<file path="config.mk">
export PLATFORM = sky130hd
export DESIGN_NAME = bit_4_serial_subtractor
export DESIGN_NICKNAME = d
export VERILOG_FILES = /design/src/rtl/bit_4_serial_subtractor.sv
export SDC_FILE = /design/constraint.sdc
export NUM_CORES = 1
export LEC_CHECK = 0
export ABC_AREA = 1
export CORE_MARGIN = 2
export CORE_UTILIZATION = 45
export DETAILED_ROUTE_END_ITERATION = 6
export PLACE_DENSITY = 0.74
export SYNTH_ARGS = -nofsm -noshare
export SYNTH_HDL_FRONTEND = slang
export SYNTH_SLANG_ARGS = --single-unit
</file>
<file path="constraint.sdc">
create_clock -name clk -period 1.4 [get_ports clk]
set_clock_uncertainty 0.2 [all_clocks]
set_input_delay 0.14 -clock clk [delete_from_list [all_inputs] [get_ports clk]]
set_output_delay 0.14 -clock clk [all_outputs]
set_load 0.005 [all_outputs]
</file>
<file path="src/rtl/bit_4_serial_subtractor.sv">
// ============================================================================
// Module   : bit_4_serial_subtractor
// Brief    : LSB-first bit-serial subtractor (diff = a - b - bin) with a
//            start/done handshake. Define SUB_OVERFLOW_EN to add the ovf_o port.
// Revision : 1.0 - initial release
// ============================================================================
`default_nettype none

module bit_4_serial_subtractor #(
    parameter int WIDTH = 4
) (
    input  logic             clk,
    input  logic             rst,
    input  logic             start_i,
    input  logic [WIDTH-1:0] a_i,
    input  logic [WIDTH-1:0] b_i,
    input  logic             bin_i,
    output logic [WIDTH-1:0] diff_o,
    output logic             bout_o,
    output logic             busy_o,
    output logic             done_o
`ifdef SUB_OVERFLOW_EN
    ,
    output logic             ovf_o
`endif
);

    localparam int CNT_W = (WIDTH > 2) ? $clog2(WIDTH) : 1;

    typedef enum logic [1:0] {
        S_IDLE = 2'd0,
        S_RUN  = 2'd1,
        S_DONE = 2'd2
    } state_t;

    state_t             state_q;
    logic [WIDTH-1:0]   a_sh_q;
    logic [WIDTH-1:0]   b_sh_q;
    logic [WIDTH-1:0]   res_q;
    logic               brw_q;
    logic [CNT_W-1:0]   cnt_q;
    logic [WIDTH-1:0]   diff_q;
    logic               bout_q;
    logic               busy_q;
    logic               done_q;

    // One full-subtractor cell evaluated on the current LSBs.
    logic               bit_d;
    logic               brw_d;
    logic [WIDTH-1:0]   res_d;

    assign bit_d = a_sh_q[0] ^ b_sh_q[0] ^ brw_q;
    assign brw_d = (~a_sh_q[0] & b_sh_q[0]) | (~(a_sh_q[0] ^ b_sh_q[0]) & brw_q);
    assign res_d = {bit_d, res_q[WIDTH-1:1]};

`ifdef SUB_OVERFLOW_EN
    logic a_msb_q;
    logic b_msb_q;
    logic ovf_q;

    always_ff @(posedge clk) begin
        if (rst) begin
            a_msb_q <= 1'b0;
            b_msb_q <= 1'b0;
            ovf_q   <= 1'b0;
        end else if (state_q == S_IDLE && start_i) begin
            a_msb_q <= a_i[WIDTH-1];
            b_msb_q <= b_i[WIDTH-1];
        end else if (state_q == S_DONE) begin
            ovf_q   <= (a_msb_q != b_msb_q) && (res_q[WIDTH-1] != a_msb_q);
        end
    end

    assign ovf_o = ovf_q;
`endif

    always_ff @(posedge clk) begin
        if (rst) begin
            state_q <= S_IDLE;
            a_sh_q  <= '0;
            b_sh_q  <= '0;
            res_q   <= '0;
            brw_q   <= 1'b0;
            cnt_q   <= '0;
            diff_q  <= '0;
            bout_q  <= 1'b0;
            busy_q  <= 1'b0;
            done_q  <= 1'b0;
        end else begin
            done_q <= 1'b0;
            case (state_q)
                S_IDLE: begin
                    if (start_i) begin
                        a_sh_q  <= a_i;
                        b_sh_q  <= b_i;
                        brw_q   <= bin_i;
                        cnt_q   <= '0;
                        busy_q  <= 1'b1;
                        state_q <= S_RUN;
                    end
                end
                S_RUN: begin
                    a_sh_q <= a_sh_q >> 1;
                    b_sh_q <= b_sh_q >> 1;
                    res_q  <= res_d;
                    brw_q  <= brw_d;
                    cnt_q  <= cnt_q + CNT_W'(1);
                    if (cnt_q == CNT_W'(WIDTH - 1)) begin
                        busy_q  <= 1'b0;
                        state_q <= S_DONE;
                    end
                end
                S_DONE: begin
                    // Results are published only here, so they stay stable
                    // through the RUN phase of the next operation.
                    diff_q  <= res_q;
                    bout_q  <= brw_q;
                    done_q  <= 1'b1;
                    state_q <= S_IDLE;
                end
                default: begin
                    state_q <= S_IDLE;
                end
            endcase
        end
    end

    assign diff_o = diff_q;
    assign bout_o = bout_q;
    assign busy_o = busy_q;
    assign done_o = done_q;

endmodule

`default_nettype wire

</file>
==> impl_metrics.csv, run 1 <==
group,metric,value,unit
sta,hold_viol,0,
routing,routed_via_density,4.67,
worst_setup_path,reg2reg_from,"a_sh_q[0]$_SDFFE_PP0P_",
global_route,grt_max_degree,20,
synthesis,synth-edff-count,0,
clocking,numCtsBuffers,3,
pwr,power_density,1070,mW/mm2
worst_setup_path,critPathKind,"reg2reg",
global_route,grt_use_met1,19.9,%
global_route,grt_antenna_before_repair,0,
worst_setup_path,crit_start,"a_sh_q[0]$_SDFFE_PP0P_",
clocking,insertion_delay,0.31,ns
routing,wl_per_cell,9.72,um
sta,finalSetupViolations,0,
synthesis,syn-num-nets,159,
pwr,ir_worst_vdd,0.810,mV
synthesis,syn_inst,145,
synthesis,syn_area,0.00102,mm2
routing,drtIter0Drc,6,
placement,numPortBuffers,18,
global_route,gr-usage-met3,5.17,%
global_route,grt_usage,16.8,%
placement,place.gp.congestion,0.770,
sta,maxSlewHeadroom,85.9,%
synthesis,yosysMostFrequentCell,"nor2_1",
cells_and_area,final_util,62.2,%
global_route,grt_busiest_layer,"met2",
pwr,pwr-share-seq,51.6,%
clocking,cts_tree,"built",
pwr,clockPowerShare,34.5,%
floorplan,core,0.00219,mm2
run,cap_violations,0,
pwr,p_sw,0.336,mW
floorplan,die_x,51.7,um
sta,rsz0062_at_grt,"no",
routing,wirelength,1950,um
cells_and_area,layout.nets,188,
sta,fin_ws,0.0917,ns
worst_setup_path,end_kind,"flop",
pwr,power.share.switching,23.1,%
global_route,overflow,0,
clocking,cts_buffer_depth,2,
floorplan,die_area,0.00267,mm2
floorplan,ios,19,
synthesis,synth_top_area_cell,"dfxtp_1",
sta,finalSetupTns,0,ns
floorplan,initial_utilization,46.7,%
synthesis,synth_common_cells,"39 x nor2_1, 36 x nand2_1, 24 x dfxtp_1",
sta,fin_crit,1.31,ns
clocking,clock_tree.root_cell,"clkbuf_4",
min_path,holdCritPathClass,"in2reg",
placement,hpwl,1430,um
clocking,cts.sinks,24,
floorplan,rows,17,
worst_setup_path,cp.required,1.46,ns
clocking,cts_max_level,1,
synthesis,ys_types,13,
synthesis,synth.avg_cell_area,7.06,um2
clocking,path_clk_slew,0.13,ns
pwr,p_leak,0.672,nW
worst_setup_path,path_max_fanout,2,
cells_and_area,drive_above_1_share,15.0,%
synthesis,synth_area_leaders,"dfxtp_1 47%, nor2_1 14%, nand2_1 13%, nand3_1 4.9%, o21ai_0 4.9%",
synthesis,synth_warnings,0,
worst_setup_path,cp_data_arrival_time,1.37,ns
global_route,grt_pass1_vias,806,
status,outcome,"completed",
sta,slew_viol_final,0,
sta,tightest_slew,0.211,ns
synthesis,yosys.area.top_type_share,46.9,%
routing,vias,939,
cells_and_area,area_growth,33.1,%
floorplan,die-height,51.7,um
sta,max_clock_freq,764,MHz
worst_setup_path,reg2reg_slack,0.09,ns
synthesis,ys_ff_latch,24,
synthesis,synth_ff_type,"dfxtp_1",
pwr,p_int,1.12,mW
routing,dr.pass1.iters,4,
synthesis,ys_seq_area_share,46.9,%
synthesis,async_flop_share,0,%
pwr,total_power,1.45,mW
placement,preCtsSetupSlack,0.0119,ns
worst_setup_path,startpoint_type,"flop",
global_route,grt_pass1_wl,3310,um
sta,worst_hold_slack,0.186,ns
cells_and_area,antenna_cells,0,
routing,drtAntennaViolNets,0,
pwr,combPwrFrac,13.9,%
global_route,grt_use_met2,29.5,%
routing,route.detailed.drc,0,
sta,finalCritPeriodShare,93.5,%
min_path,hp-start,"a_i[3]",
-- stage by stage --
stage	std cells	instance area, um2
2_1_floorplan	145	1020
3_3_place_gp	197	1310
3_5_place_dp	197	1310
4_1_cts	201	1360
6_report	201	1360
5_1_grt	201	1360
-- kinds of logic after synthesis --
| kind of cell | Yosys count | share of synthesized area [%] |
|---|---|---|
| AO/OA/AOI/OAI | 15 | 8.44 |
| adder cells (fa/ha/maj) | 2 | 3.18 |
| buffers and inverters | 18 | 8.43 |
| flip-flops | 24 | 46.9 |
| AND/OR/NAND/NOR | 86 | 33.0 |
-- worst max-delay path, cell delays in order (launching register included) --
cell	delay [ns]
dfxtp_1	0.36
fa_1	0.41
inv_1	0.06
nand3_1	0.06
nand2_1	0.06
nor2_1	0.03
nor2_1	0.07
-- repair_timing --
item,CTS,global route
resized for setup,13,4
hold buffers,0,0
cloned,0,0
buffers inserted,0,0
endpoints found under the setup margin,7,13
-- state kept, by name, indices dropped and copies added, names as in the netlist --
name	cells
a_sh_q	4
b_sh_q	4
bout_o	1
brw_q	1
busy_o	1
cnt_q	2
diff_o	4
done_o	1
res_q	4
state_q	2
-- layout by cell type (no fill, tap or decap) --
cell type / Yosys / final
nor2_1: 39 / 39
nand2_1: 36 / 36
dfxtp_1: 24 / 16
inv_1: 13 / 12
clkdlybuf4s50_1: 0 / 11
nand3_1: 10 / 10
o21ai_0: 10 / 9
buf_4: 0 / 9
dfxtp_2: 0 / 8
dlygate4sd2_1: 0 / 7
a21oi_1: 4 / 4
clkbuf_4: 0 / 3
buf_12: 0 / 2
inv_2: 0 / 1
o21ai_4: 1 / 1
nor2_2: 1 / 1
o21ai_1: 0 / 1
fa_1: 1 / 1
ha_1: 1 / 1
bufinv_16: 0 / 1
-- worst paths after layout --
check,cells past startpoint,endpoint
worst max-delay path,6,brw_q$_SDFFE_PP0P_
worst min-delay path,3,a_sh_q[3]$_SDFFE_PP0P_
worst max register to register,6,brw_q$_SDFFE_PP0P_
worst min register to register,2,a_sh_q[3]$_SDFFE_PP0P_
-- layout make-up --
cell class / count / area [um2]
Multi-Input combinational cell: 103 / 457
Inverter: 13 / 48.8
Tap cell: 28 / 35.0
Fill cell: 205 / 828
Sequential cell: 24 / 490
Clock buffer: 3 / 22.5
Clock inverter: 1 / 30.0
Timing Repair Buffer: 29 / 279
-- power by group through the flow --
stage          clock [mW]  combinational [mW]  sequential, mW
2_1_floorplan           0               0.118           0.755
3_3_place_gp            0               0.199           0.759
3_5_place_dp            0               0.205           0.761
4_1_cts             0.509               0.203           0.747
5_1_grt             0.546               0.230           0.754
6_report            0.501               0.202           0.748
-- routing by layer --
layer	part of all wire, %	up-vias
li1	-	500
met1	46	414
met2	49	20
met3	4.7	5
met4	0.97	0
met5	0	-
(Power assumes the default switching activity.)
==> inputs of run 2 (changes only) <==
--- a/config.mk
+++ b/config.mk
@@ -5,7 +5,6 @@
 export SDC_FILE = /design/constraint.sdc
 export NUM_CORES = 1
 export LEC_CHECK = 0
-export ABC_AREA = 1
 export CORE_MARGIN = 2
 export CORE_UTILIZATION = 45
 export DETAILED_ROUTE_END_ITERATION = 6
==> run 2 against run 1 <==
Compared with the run above:
- total power down 0.98%
- sequential power decreased by 0.7%
- final area down 2.4%
- sequential share of layout area up 1.3 points
- routed wire length down 2.1%
- hold slack gained 0.066 ns
- maximum frequency is 1.8% lower
- global-route usage down 0.14 points
- register-to-register slack got worse by 0.02 ns
- count of clock-buffer cells in the layout is the same
- largest cell class is now multi-input gates
==> impl_metrics.csv, run 2 <==
group,metric,value,unit
placement,dp_cells,146,
routing,route.detailed.drc,0,
cells_and_area,final_area,0.00133,mm2
global_route,grt_usage,16.6,%
worst_setup_path,cp.required,1.44,ns
cells_and_area,instances_no_fill,151,
cells_and_area,antenna_cells,0,
cells_and_area,final_util,60.7,%
clocking,cts.sinks,24,
synthesis,ys_seq_area_share,46.3,%
synthesis,yosysMostFrequentCell,"dfxtp_1",
clocking,cts_max_level,1,
sta,tightest_slew,0.285,ns
pwr,power_density,1080,mW/mm2
pwr,p_leak,0.533,nW
routing,drtAntennaViolNets,0,
synthesis,synth-edff-count,0,
sta,slew_viol_final,0,
cells_and_area,mostFrequentLayoutCells,"16 x nor2_1, 14 x dfxtp_1, 13 x mux2i_1",
pwr,ir_worst_vdd,0.843,mV
cells_and_area,layout.nets,138,
sta,worst_hold_slack,0.252,ns
synthesis,syn_area,0.00104,mm2
worst_setup_path,startpoint_type,"flop",
sta,max_clock_freq,750,MHz
worst_setup_path,crit_cells,4,
synthesis,syn-num-nets,115,
min_path,hold_depth,3,
worst_setup_path,end_kind,"flop",
routing,drtIter0Drc,9,
clocking,holdBufCountCts,0,
sta,hold_viol,0,
routing,wirelength,1910,um
floorplan,core,0.00219,mm2
min_path,holdCritPathClass,"in2reg",
worst_setup_path,max_stage_delay,0.41,ns
run,cap_violations,0,
floorplan,ios,19,
worst_setup_path,cp_data_arrival_time,1.37,ns
synthesis,yosys.area.top_type_share,46.3,%
sta,finalCritPeriodShare,95.2,%
global_route,grt_antenna_before_repair,0,
synthesis,synth_warnings,0,
synthesis,ys_ff_latch,24,
worst_setup_path,critPathKind,"reg2reg",
synthesis,synth_top_area_cell,"dfxtp_1",
worst_setup_path,path_buf_inv,1,
placement,placed_area,0.00126,mm2
placement,preCtsSetupSlack,-0.160,ns
synthesis,synth_area_leaders,"dfxtp_1 46%, mux2i_1 13%, a211oi_2 9.7%, nor2_1 5.8%, nand2_1 2.9%",
synthesis,syn_inst,101,
sta,rsz0062_at_grt,"no",
clocking,cts_buffer_depth,2,
global_route,grt_pass1_vias,802,
global_route,overflow,0,
floorplan,die-height,52.0,um
floorplan,die_x,52.0,um
clocking,cts_tree,"built",
worst_setup_path,path_delay_family,"adder cells",
sta,finalSetupViolations,0,
routing,dr.pass1.iters,4,
synthesis,synth_ff_type,"dfxtp_1",
clocking,clock_tree.root_cell,"clkbuf_4",
sta,fin_ws,0.0673,ns
clocking,insertion_delay,0.32,ns
placement,hpwl,1290,um
worst_setup_path,path_cells,"fa_1 > inv_1 > mux2i_1 > a211oi_2",
routing,vias,806,
synthesis,synth_common_cells,"24 x dfxtp_1, 16 x nor2_1, 13 x mux2i_1",
placement,place.gp.congestion,0.699,
cells_and_area,drive_above_1_share,26.8,%
synthesis,ys_types,22,
floorplan,die_area,0.00271,mm2
routing,routed_via_density,5.34,
placement,numPortBuffers,18,
cells_and_area,fill_cells,196,
sta,fin_crit,1.33,ns
global_route,grt_max_degree,25,
routing,wl_per_cell,12.7,um
clocking,path_clk_slew,0.13,ns
clocking,numCtsBuffers,3,
sta,maxSlewHeadroom,81.0,%
floorplan,rows,17,
worst_setup_path,slowest_stage,"fa_1",
synthesis,async_flop_share,0,%
status,outcome,"completed",
floorplan,initial_utilization,47.3,%
worst_setup_path,rr_worst_depth,4,
worst_setup_path,path_max_fanout,2,
global_route,grt_pass1_wl,3280,um
synthesis,synth.avg_cell_area,10.3,um2
cells_and_area,area_growth,28.2,%
cells_and_area,final_common_cell,"nor2_1",
-- run 2: cell types whose count changed after synthesis, moves of 2 or more --
cell      delta
nor2b_1      +2
mux2i_1     +13
nor2_1      -23
inv_1        -8
nand2_1     -28
buf_4        +2
o21ai_0     -10
nor3_1       +3
nand3_1     -10
buf_6        -2
a22oi_1      +3
a211oi_2     +8
-- run 2: final timing paths --
kind / start / end / slack, ns
worst max-delay path: a_sh_q[0]$_SDFFE_PP0P_ / brw_q$_SDFFE_PP0P_ / 0.07
worst min-delay path: b_i[3] / b_sh_q[3]$_SDFFE_PP0P_ / 0.25
worst max register to register: a_sh_q[0]$_SDFFE_PP0P_ / brw_q$_SDFFE_PP0P_ / 0.07
worst min register to register: res_q[0]$_SDFFE_PP0N_ / res_q[0]$_SDFFE_PP0N_ / 0.27
-- run 2: cells by family after synthesis --
kind of cell    after synthesis  share of synthesized area [%]
compound gates               19                           18.0
fa+ha+maj                     2                           3.14
buf+inv                      11                           6.03
simple gates                 32                           14.0
mux                          13                           12.5
flops                        24                           46.3
-- run 2: final cells by class --
type,instances,area (um2),area share [%]
Sequential cell,24,495,37.3
Multi-Input combinational cell,66,499,37.5
Inverter,5,18.8,1.41
Clock inverter,1,30.0,2.26
Clock buffer,3,22.5,1.69
Timing Repair Buffer,24,229,17.2
Tap cell,28,35.0,2.63
-- run 2: through the flow --
step / power [mW] / TNS, ns
after floorplan: 0.880 / 0
after global placement: 0.940 / -0.726
after detailed placement: 0.948 / -1.18
after CTS: 1.45 / 0
after global routing: 1.51 / 0
final: 1.44 / 0
-- run 2: power by group --
group | total, mW | internal (mW) | switching [mW]
registers | 0.743 | 0.717 | 0.0260
clock network | 0.501 | 0.289 | 0.211
logic | 0.194 | 0.102 | 0.0916
-- run 2: repair_timing --
action,in CTS,in global routing
endpoints found under the setup margin,11,12
pin swaps,0,3
gates resized for setup,15,5
buffers inserted,1,0
-- run 2: tightest hold or removal path: cells and delay by family --
kind,cells,cell delay [ns]
buffers and inverters,1,0.46
AO/OA/AOI/OAI,1,0.06
AND/OR/NAND/NOR,1,0.08
-- run 2: metal layers --
layer | routed length (um) | GRT usage [%] | vias to the layer above
met5 | 0 | 0 | -
met4 | 31 | 7.89 | 0
met3 | 51 | 2.59 | 4
met2 | 963 | 29.1 | 12
met1 | 866 | 19.6 | 403
li1 | - | - | 387
